===== src/rtl/regfile_mp.sv =====
// regfile_mp: multi-port register file with a hardware clear sequencer.
//
// Purpose:
//   NUM_RD combinational read ports, one synchronous write port and an x0
//   entry that always reads as zero. An optional bypass forwards a write to
//   any read port addressing the same register in the same cycle. After
//   every reset a sequencer zeroes one entry per cycle. While it runs,
//   init_busy is high, all read ports return zero and writes are dropped.
//
// Ports:
//   clk              in   rising-edge clock
//   rst              in   synchronous active-high reset
//   regfile_wren     in   write enable
//   write_addr       in   [AW-1:0]          write address
//   regfile_data_in  in   [XLEN-1:0]        write data
//   read_addr        in   [NUM_RD*AW-1:0]   port k address = [k*AW +: AW]
//   regfile_data_out out  [NUM_RD*XLEN-1:0] port k data    = [k*XLEN +: XLEN]
//   init_busy        out  high while the clear sequence runs (registered)
module regfile_mp #(
  parameter int XLEN   = 32,
  parameter int NREGS  = 32,
  parameter int NUM_RD = 2,
  parameter int BYPASS = 0,
  localparam int AW    = $clog2(NREGS)
) (
  input  logic                   clk,
  input  logic                   rst,
  input  logic                   regfile_wren,
  input  logic [AW-1:0]          write_addr,
  input  logic [XLEN-1:0]        regfile_data_in,
  input  logic [NUM_RD*AW-1:0]   read_addr,
  output logic [NUM_RD*XLEN-1:0] regfile_data_out,
  output logic                   init_busy
);

  typedef enum logic {CLEAR, READY} state_t;

  state_t          state_reg, state_next;
  logic [AW-1:0]   clr_ptr_reg, clr_ptr_next;
  logic            init_busy_reg, init_busy_next;

  logic [XLEN-1:0] mem [NREGS];

  logic            mem_we;
  logic [AW-1:0]   mem_waddr;
  logic [XLEN-1:0] mem_wdata;

  // A user write is accepted only once the clear has finished, and never
  // to x0. The bypass uses the same qualifier so it can only forward data
  // that will actually be committed at the next edge.
  logic            wr_ok;
  assign wr_ok = !rst && (state_reg == READY) && regfile_wren && (write_addr != '0);

  // State register.
  always_ff @(posedge clk) begin
    if (rst) begin
      state_reg     <= CLEAR;
      clr_ptr_reg   <= '0;
      init_busy_reg <= 1'b1;
    end else begin
      state_reg     <= state_next;
      clr_ptr_reg   <= clr_ptr_next;
      init_busy_reg <= init_busy_next;
    end
  end

  // Next-state logic. The last clear write and the switch to READY happen
  // on the same edge, so init_busy is high for exactly NREGS cycles.
  always_comb begin
    state_next     = state_reg;
    clr_ptr_next   = clr_ptr_reg;
    init_busy_next = init_busy_reg;
    case (state_reg)
      CLEAR: begin
        clr_ptr_next = clr_ptr_reg + 1'b1;
        if (clr_ptr_reg == AW'(NREGS - 1)) begin
          state_next     = READY;
          init_busy_next = 1'b0;
        end
      end
      READY: begin
        init_busy_next = 1'b0;
      end
      default: begin
        state_next = CLEAR;
      end
    endcase
  end

  // Single memory write port, shared by the clear sequencer and user writes.
  always_comb begin
    mem_we    = 1'b0;
    mem_waddr = write_addr;
    mem_wdata = regfile_data_in;
    if (!rst) begin
      if (state_reg == CLEAR) begin
        mem_we    = 1'b1;
        mem_waddr = clr_ptr_reg;
        mem_wdata = '0;
      end else if (wr_ok) begin
        mem_we = 1'b1;
      end
    end
  end

  always_ff @(posedge clk) begin
    if (mem_we) begin
      mem[mem_waddr] <= mem_wdata;
    end
  end

  // Read ports. Forcing zero during reset/clear keeps the uninitialised
  // memory contents from ever reaching the outputs.
  genvar gi;
  generate
    for (gi = 0; gi < NUM_RD; gi++) begin : g_rd
      logic [AW-1:0] ra;
      logic          hit;
      assign ra  = read_addr[gi*AW +: AW];
      assign hit = (BYPASS != 0) && wr_ok && (write_addr == ra);
      assign regfile_data_out[gi*XLEN +: XLEN] =
          (rst || (state_reg == CLEAR) || (ra == '0)) ? '0 :
          hit ? regfile_data_in : mem[ra];
    end
  endgenerate

  assign init_busy = init_busy_reg;

endmodule


===== config.mk =====
export PLATFORM = sky130hd
export DESIGN_NAME = regfile_mp
export DESIGN_NICKNAME = d
export VERILOG_FILES = /design/src/rtl/regfile_mp.sv
export SDC_FILE = /design/constraint.sdc
export NUM_CORES = 1
export LEC_CHECK = 0
export CAP_MARGIN = 20
export CORE_MARGIN = 2
export CORE_UTILIZATION = 35
export CTS_BUF_LIST = sky130_fd_sc_hd__clkbuf_4 sky130_fd_sc_hd__clkbuf_8
export DETAILED_ROUTE_END_ITERATION = 16
export GPL_ROUTABILITY_DRIVEN = 1
export PLACE_DENSITY = 0.51
export SYNTH_ARGS = -nofsm -noshare
export SYNTH_HDL_FRONTEND = slang
export SYNTH_SLANG_ARGS = --single-unit

===== constraint.sdc =====
create_clock -name clk -period 4.5 [get_ports clk]
set_input_delay 0.9 -clock clk [delete_from_list [all_inputs] [get_ports clk]]
set_output_delay 0.9 -clock clk [all_outputs]
set_load 0.01 [all_outputs]

==> summary.md, run 1 <==
| Metric | Value |
|---|---|
| Critical Path Start | rst |
| Grt total ovfl | 0 |
| Clock Tree Buf Depth | 3 |
| Clock period minus final worst setup slack | 4.38 ns |
| Slew @ Worst Pin | 0.910 ns |
| Initial antenna violation count | 2 |
| Post-Syn Nets | 3131 |
| FP Rows | 137 |
| Crit path max-delay family | buffers and inverters |
| Clock tree from TritonCTS | yes |
| Crit-path most repeated cell | buf_4 |
| Placed insts | 5066 |
| Routed wirelength normalized by instance count | 32.3 µm |
| Pin count of the biggest net entering global routing | 61 |
| Number of flip-flops in the largest register | 1024 |
| Count of port buffers added during placement | 114 |
| Average cell area after synthesis | 16.0 µm² |
| CTS hold repair buffers | 0 |
| Top FF cell, synth | edfxtp_1 |
| Initial DRT Pass Iterations | 6 |
| Upper clock frequency limit | 228 MHz |
| Yosys reg bits | 1031 |
| Area enclosed by the die boundary | 0.144 mm² |
| Post-synth EDFFs | 1024 |
| Overall routed net length | 174 mm |
| Most common cell in the synthesized netlist | edfxtp_1 |
| Remaining DRCs | 0 |
| Cell taking the most area after synthesis | edfxtp_1 |
| Final setup viols | 0 |
| H-tree levels | 4 |
| Portion of the post-synthesis area used by sequential elements | 62.6% |
| Number of distinct library cell variants in the gate-level netlist after synthesis | 39 |
| Clock latency on the worst-skew pair | 0.93 ns |
| Vertical die dimension | 379 µm |
| Setup Skew | 0.0361 ns |
| Placed wire-length estimate | 109 mm |
| Number of buffer and inverter instances along the worst setup path | 5 |
| Total global routing track utilization | 24.0% |
| Final RePlAce weighted congestion | 0.842 |
| Post-synthesis instance area | 0.0493 mm² |
| Crit path cell chain | clkdlybuf4s50_1 > nand2b_1 > buf_4 > nor3b_2 > buf_4 > nand3_1 > nand4_1 > buf_4 > clkdlybuf4s50_1 |
| Hold violation total from the final report | 0 |
| Synthesized instance count | 3079 |
| Yosys warning count | 0 |
| Static Leak | 0.0207 µW |
| Area of the core region | 0.140 mm² |
| DR vias/cell | 5.93 |
| Data required time of the worst path | 3.60 ns |
| Cell at the slowest stage of the critical path | clkdlybuf4s50_1 |
| Maximum single-stage delay on the critical path | 0.55 ns |
| Portion of synthesized cell area occupied by the leading cell type | 62.3% |
| Number of ports placed on the die boundary | 115 |
| Endpoint arrival time on the critical path | 3.48 ns |
| First-pass GRT wire length | 243 mm |
| Nets | 3425 |
| Hold path startpoint | init_busy |
| Vias post-DR | 31900 |
| Initial DRC Count | 3415 |
| Crit path capture type | primary output |
| Clock transition at path regs | 0.06 ns |
| Chip Width | 379 µm |
| Unrepaired setup endpoints after global routing | false |
| Highest ir drop seen on vdd | 0.291 mV |
| Leading post-synthesis cells by instance count | edfxtp_1, mux2i_1, a22oi_1 |
| Antenna Nets Post-Route | 0 |
| TritonCTS buffer count | 177 |
| Critical Path Source Type | primary input |
| Headroom to the max-slew limit | 39.4% |
| Filler cells | 12400 |
| Post-route fraction of the period consumed by the critical path | 97.3% |
| Clock root cell | clkbuf_8 |
| Layout area overhead | 17.8% |
| Outcome | complete, no violations |
| Final standard cell count with taps included and fillers excluded | 5380 |
| Number of max-cap violations | 0 |
| Dominant cells by area after synthesis | edfxtp_1, mux2i_1, mux4_1 |
| Initial standard-cell utilization of the core | 35.3% |
| Setup tns final | 0 ns |
| Crit-path max FO | 12 |
| Worst min path class | flip-flop to flip-flop |
| Type of the worst setup path | primary input to primary output |
| Clock sink total | 1031 |
| Worst R2R Start | state_reg |
| Pwr/cell area | 356 mW/mm² |
| Share of synthesized registers carrying an async set or reset | 0% |
| Pins Over Slew Limit | 0 |
| Fraction of final layout cells sized beyond drive strength 1 | 19.4% |
| Vias in the first global route | 32900 |
## metrics by stage
stage	hold WS (ns)	setup slack (ns)	cell area (µm²)	util, %	power, µW
floorplan	0.497	0.807	49300	-	11900
global route	0.508	0.0744	58100	41.6	21400
CTS	0.460	0.0491	58000	41.5	20900
finish	0.459	0.122	58100	41.6	20700
global placement	0.439	0.138	54600	39.1	12600
detailed placement	0.442	0.139	54700	39.1	12600
## cells in the final DEF (no fill, tap or decap), types with 3 or more instances in the layout
master	n
nor2b_1	4
bufinv_16	4
clkdlybuf4s50_1	108
nand4_1	64
buf_4	159
mux4_1	114
nor2_1	7
clkbuf_8	180
clkbuf_4	54
clkinv_1	46
inv_6	3
a22oi_1	384
clkinv_2	14
edfxtp_1	1024
nand3_1	193
nor2_4	37
nor2b_2	29
mux2i_1	773
buf_8	8
buf_12	77
nand2_1	77
nor2b_4	8
mux2_2	66
dfxtp_1	6
nand2b_1	4
clkinvlp_4	6
mux4_2	14
buf_16	3
## logic make-up after synthesis
logic type	synth area share [%]
simple gates	4.63
fa+ha+maj	0.0507
xor+xnor	0.0533
buf+inv	2.82
flops	62.6
compound gates	5.92
mux	23.9
## routing by layer
layer / routed length [µm] / up-vias / track usage [%] / part of all wire (%)
li1: - / 13300 / - / -
met5: 7 / - / 0 / 0.0040
met3: 12200 / 326 / 4.10 / 7.0
met2: 83400 / 1460 / 39.6 / 48
met1: 72300 / 16800 / 31.9 / 42
met4: 6000 / 2 / 8.80 / 3.4
## power by group
part	total [µW]	switching (µW)	internal [µW]
sequential	10700	33.9	10700
combinational	1770	1080	687
clock	8250	3880	4370
total	20700	4990	15700
## worst reg2reg max path: stages (launching register included)
cell and delay (ns):
dfxtp_4 0.40, nor2_4 0.48, mux2i_1 0.55, nand2_1 0.40, nor2_4 0.27, buf_4 0.40
## final timing paths
path                          to  slack, ns  cells after the start
max          regfile_data_out[3]       0.12                      9
min                    init_busy       0.46                      1
max reg2reg            mem[1][0]       1.60                      5
min reg2reg            init_busy       0.46                      1
## repair_timing
action / 4_1_cts / 5_1_grt
pin swaps: 0 / 0
endpoints found under the hold margin: 0 / 0
buffers inserted: 0 / 0
resized for setup: 1 / 1
setup endpoints to repair: 46 / 3
## final cells by class
class / instances / area (µm²) / share of cell area, %
diodes: 1 / 2.50 / 0.00431
clock buffers: 234 / 2880 / 4.96
clock inverters: 75 / 457 / 0.786
multi-input cells: 1808 / 17500 / 30.1
flip-flops and latches: 1031 / 30900 / 53.2
well taps: 1876 / 2350 / 4.04
repair buffers: 355 / 4020 / 6.92
Note: power is estimated with default switching activity, not from simulation.
==> run 2: changes to the inputs <==
CORE_MARGIN = 4   (was 2)
clock period = 5.5 ns   (was 4.5 ns; I/O delays follow)
==> run 2 against run 1 <==
Against the previous run:
- critical path depth shrank 2
- worst setup slack improved by 0.25 ns
- largest power group unchanged
- wire length is 2.7% higher
- via count fell by 0.53%
- first-iteration DRC count fell by 14%
- critical endpoint is now regfile_data_out[47]
==> summary.md, run 2 (synthesis results as in run 1) <==
| Metric | Value |
|---|---|
| Outcome | complete, no violations |
| Nets | 3354 (-2.1%) |
| Placed insts | 4980 (-1.7%) |
| FP Rows | 137 (unchanged) |
| TritonCTS buffer count | 176 (-0.56%) |
| Worst hold slack | 0.459 ns (+0.000334 ns) |
| Setup Skew | 0.0299 ns (-0.00619 ns) |
| Antenna Nets Post-Route | 0 (unchanged) |
| Initial DRC Count | 2920 (-14%) |
| Initial DRT Pass Iterations | 6 (unchanged) |
| Overall routed net length | 179 mm (+2.7%) |
| R2R Setup Slk | 2.27 ns (+0.67 ns) |
| Number of ports placed on the die boundary | 115 (unchanged) |
| Final core area utilization | 41.1% (-0.51 points) |
| M2 GR Usage | 39.5% (-0.086 points) |
| Vias in the first global route | 33100 (+0.64%) |
| Commonest non-fill, non-tap cells in the layout | edfxtp_1, mux2i_1, a22oi_1 |
| Crit path capture type | primary output |
| FF/Latch Area | 0.0309 mm² (about the same) |
| Routing layer with the top usage in global route | met2 |
| Endpoint arrival time on the critical path | 4.03 ns (+0.55 ns) |
| Sequential share of power | 51.9% (+0.3 points) |
| Number of max-cap violations | 0 (unchanged) |
| Grt total ovfl | 0 (unchanged) |
| Chip Width | 383 µm (+1.1%) |
| Critical Path Start | read_addr[5] |
| Comb power frac | 8.4% (about the same) |
| Post-CTS setup buffer count | 0 (unchanged) |
| Worst reg-to-reg path cell count | 5 (unchanged) |
| Upper clock frequency limit | 195 MHz |
| DR vias/cell | 5.97 (+0.65%) |
| Static Leak | 0.0203 µW (-2.0%) |
| Final standard cell count with taps included and fillers excluded | 5317 (-1.2%) |
| Final RePlAce weighted congestion | 0.851 (+0.97%) |
| First-pass GRT wire length | 247 mm (+1.8%) |
| Pins Over Slew Limit | 0 (unchanged) |
| Area enclosed by the die boundary | 0.147 mm² (+2.1%) |
| Initial antenna violation count | 8 (+6) |
| Met3 layer usage reported by global route | 5.21% (+1.1 points) |
| Crit-path max FO | 19 (+7) |
| Worst R2R Start | state_reg |
| Headroom to the max-slew limit | 24.1% (-15 points) |
| Routed wirelength normalized by instance count | 33.6 µm (+3.9%) |
| H-tree levels | 4 (unchanged) |
| Worst min path class | flip-flop to flip-flop |
| Combined area of the multi-input logic cells | 0.0175 mm² (about the same) |
| Cell Int Power | 12700 µW (-19%) |
| Vias post-DR | 31800 (-0.53%) |
| Area of the core region | 0.140 mm² (unchanged) |
| Clock Tree Buf Depth | 3 (unchanged) |
| Critical Path Source Type | primary input |
| Layout area overhead | 16.4% |
| CP endpoint | regfile_data_out[47] |
| Slew @ Worst Pin | 1.14 ns (+0.227 ns) |
| Met1 demand-to-capacity share in global routing | 29.8% (-2.0 points) |
| Post-layout worst setup margin | 0.372 ns (+0.250 ns) |
| Initial standard-cell utilization of the core | 35.3% (unchanged) |
| Pwr/cell area | 293 mW/mm² (-18%) |
| Remaining DRCs | 0 (unchanged) |
| Count of port buffers added during placement | 114 (unchanged) |
| Total global routing track utilization | 23.8% (-0.22 points) |
| Data required time of the worst path | 4.40 ns (+0.80 ns) |
| Highest ir drop seen on vdd | 0.237 mV (-18%) |
| Filler cells | 12600 (+1.4%) |
| Clock tree from TritonCTS | yes |
| Placed wire-length estimate | 105 mm (-4.2%) |
| Commonest non-fill, non-tap cell in the layout | edfxtp_1 |
| Hold violation total from the final report | 0 (unchanged) |
| Switching power as a share of total power | 24.4% (+0.28 points) |
| Clock sink total | 1031 (unchanged) |
| Fraction of final layout cells sized beyond drive strength 1 | 17.7% (-1.7 points) |
| CTS-repair resized insts | 0 (-1) |
| Clock root cell | clkbuf_8 |
| Net Sw Power | 4110 µW (-18%) |
| CTS hold repair buffers | 0 (unchanged) |
| Number of flip-flops in the largest register | 1024 (unchanged) |
| Final setup viols | 0 (unchanged) |
| Placement Setup Slack | 0.497 ns (+0.358 ns) |
| Pin count of the biggest net entering global routing | 69 (+13%) |
| Unrepaired setup endpoints after global routing | false |
| Post-route fraction of the period consumed by the critical path | 93.2% |
| Clock transition at path regs | 0.06 ns (about the same) |
| Clock latency on the worst-skew pair | 0.92 ns (about the same) |
| Vertical die dimension | 383 µm (+1.1%) |
| Type of the worst setup path | primary input to primary output |
| Clock Power Share | 39.7% (about the same) |
| Reg-to-reg endpoint | mem[25][8] |
| Clock period minus final worst setup slack | 5.13 ns |
| Setup tns final | 0 ns (unchanged) |
run 2: power groups by stage:
stage | Sequential, µW | Combinational [µW] | Clock (µW)
finish | 8750 | 1410 | 6680
floorplan | 8910 | 842 | 0
detailed placement | 8910 | 1380 | 0
global placement | 8910 | 1360 | 0
CTS | 8750 | 1380 | 6810
global route | 8750 | 1470 | 7190
run 2: final cells by class:
| type | instances | area share [%] |
|---|---|---|
| clock inverters | 80 | 0.750 |
| multi-input cells | 1808 | 30.5 |
| diodes | 6 | 0.0262 |
| flip-flops and latches | 1031 | 53.8 |
| repair buffers | 285 | 5.83 |
| clock buffers | 231 | 4.99 |
| well taps | 1876 | 4.09 |
run 2: worst min path at each step:
stage | startpoint | end | slack [ns] | cells past startpoint
finish | init_busy | init_busy | 0.46 | 1
global route | init_busy | init_busy | 0.51 | 1
CTS | init_busy | init_busy | 0.46 | 1
detailed placement | init_busy | init_busy | 0.44 | 1
global placement | init_busy | init_busy | 0.44 | 1
floorplan | init_busy | init_busy | 0.50 | 1
run 2: metal layers:
layer | up-vias | part of all wire [%]
met2 | 1600 | 47
li1 | 13200 | -
met1 | 16500 | 40
met3 | 456 | 7.7
met5 | - | 0.0073
met4 | 2 | 4.7
run 2: metrics by stage:
step | total power, µW | instance area (µm²)
after floorplan | 9750 | 49300
after global placement | 10300 | 53700
after detailed placement | 10300 | 53800
after CTS | 16900 | 57100
after global routing | 17400 | 57400
final | 16800 | 57400
run 2: worst max-delay path, cell delays in order:
cell	delay, ns
buf_4	0.30
nor2b_4	0.99
buf_4	0.38
a22oi_1	0.10
nand3_1	0.13
nand4_1	0.36
clkdlybuf4s50_1	0.62
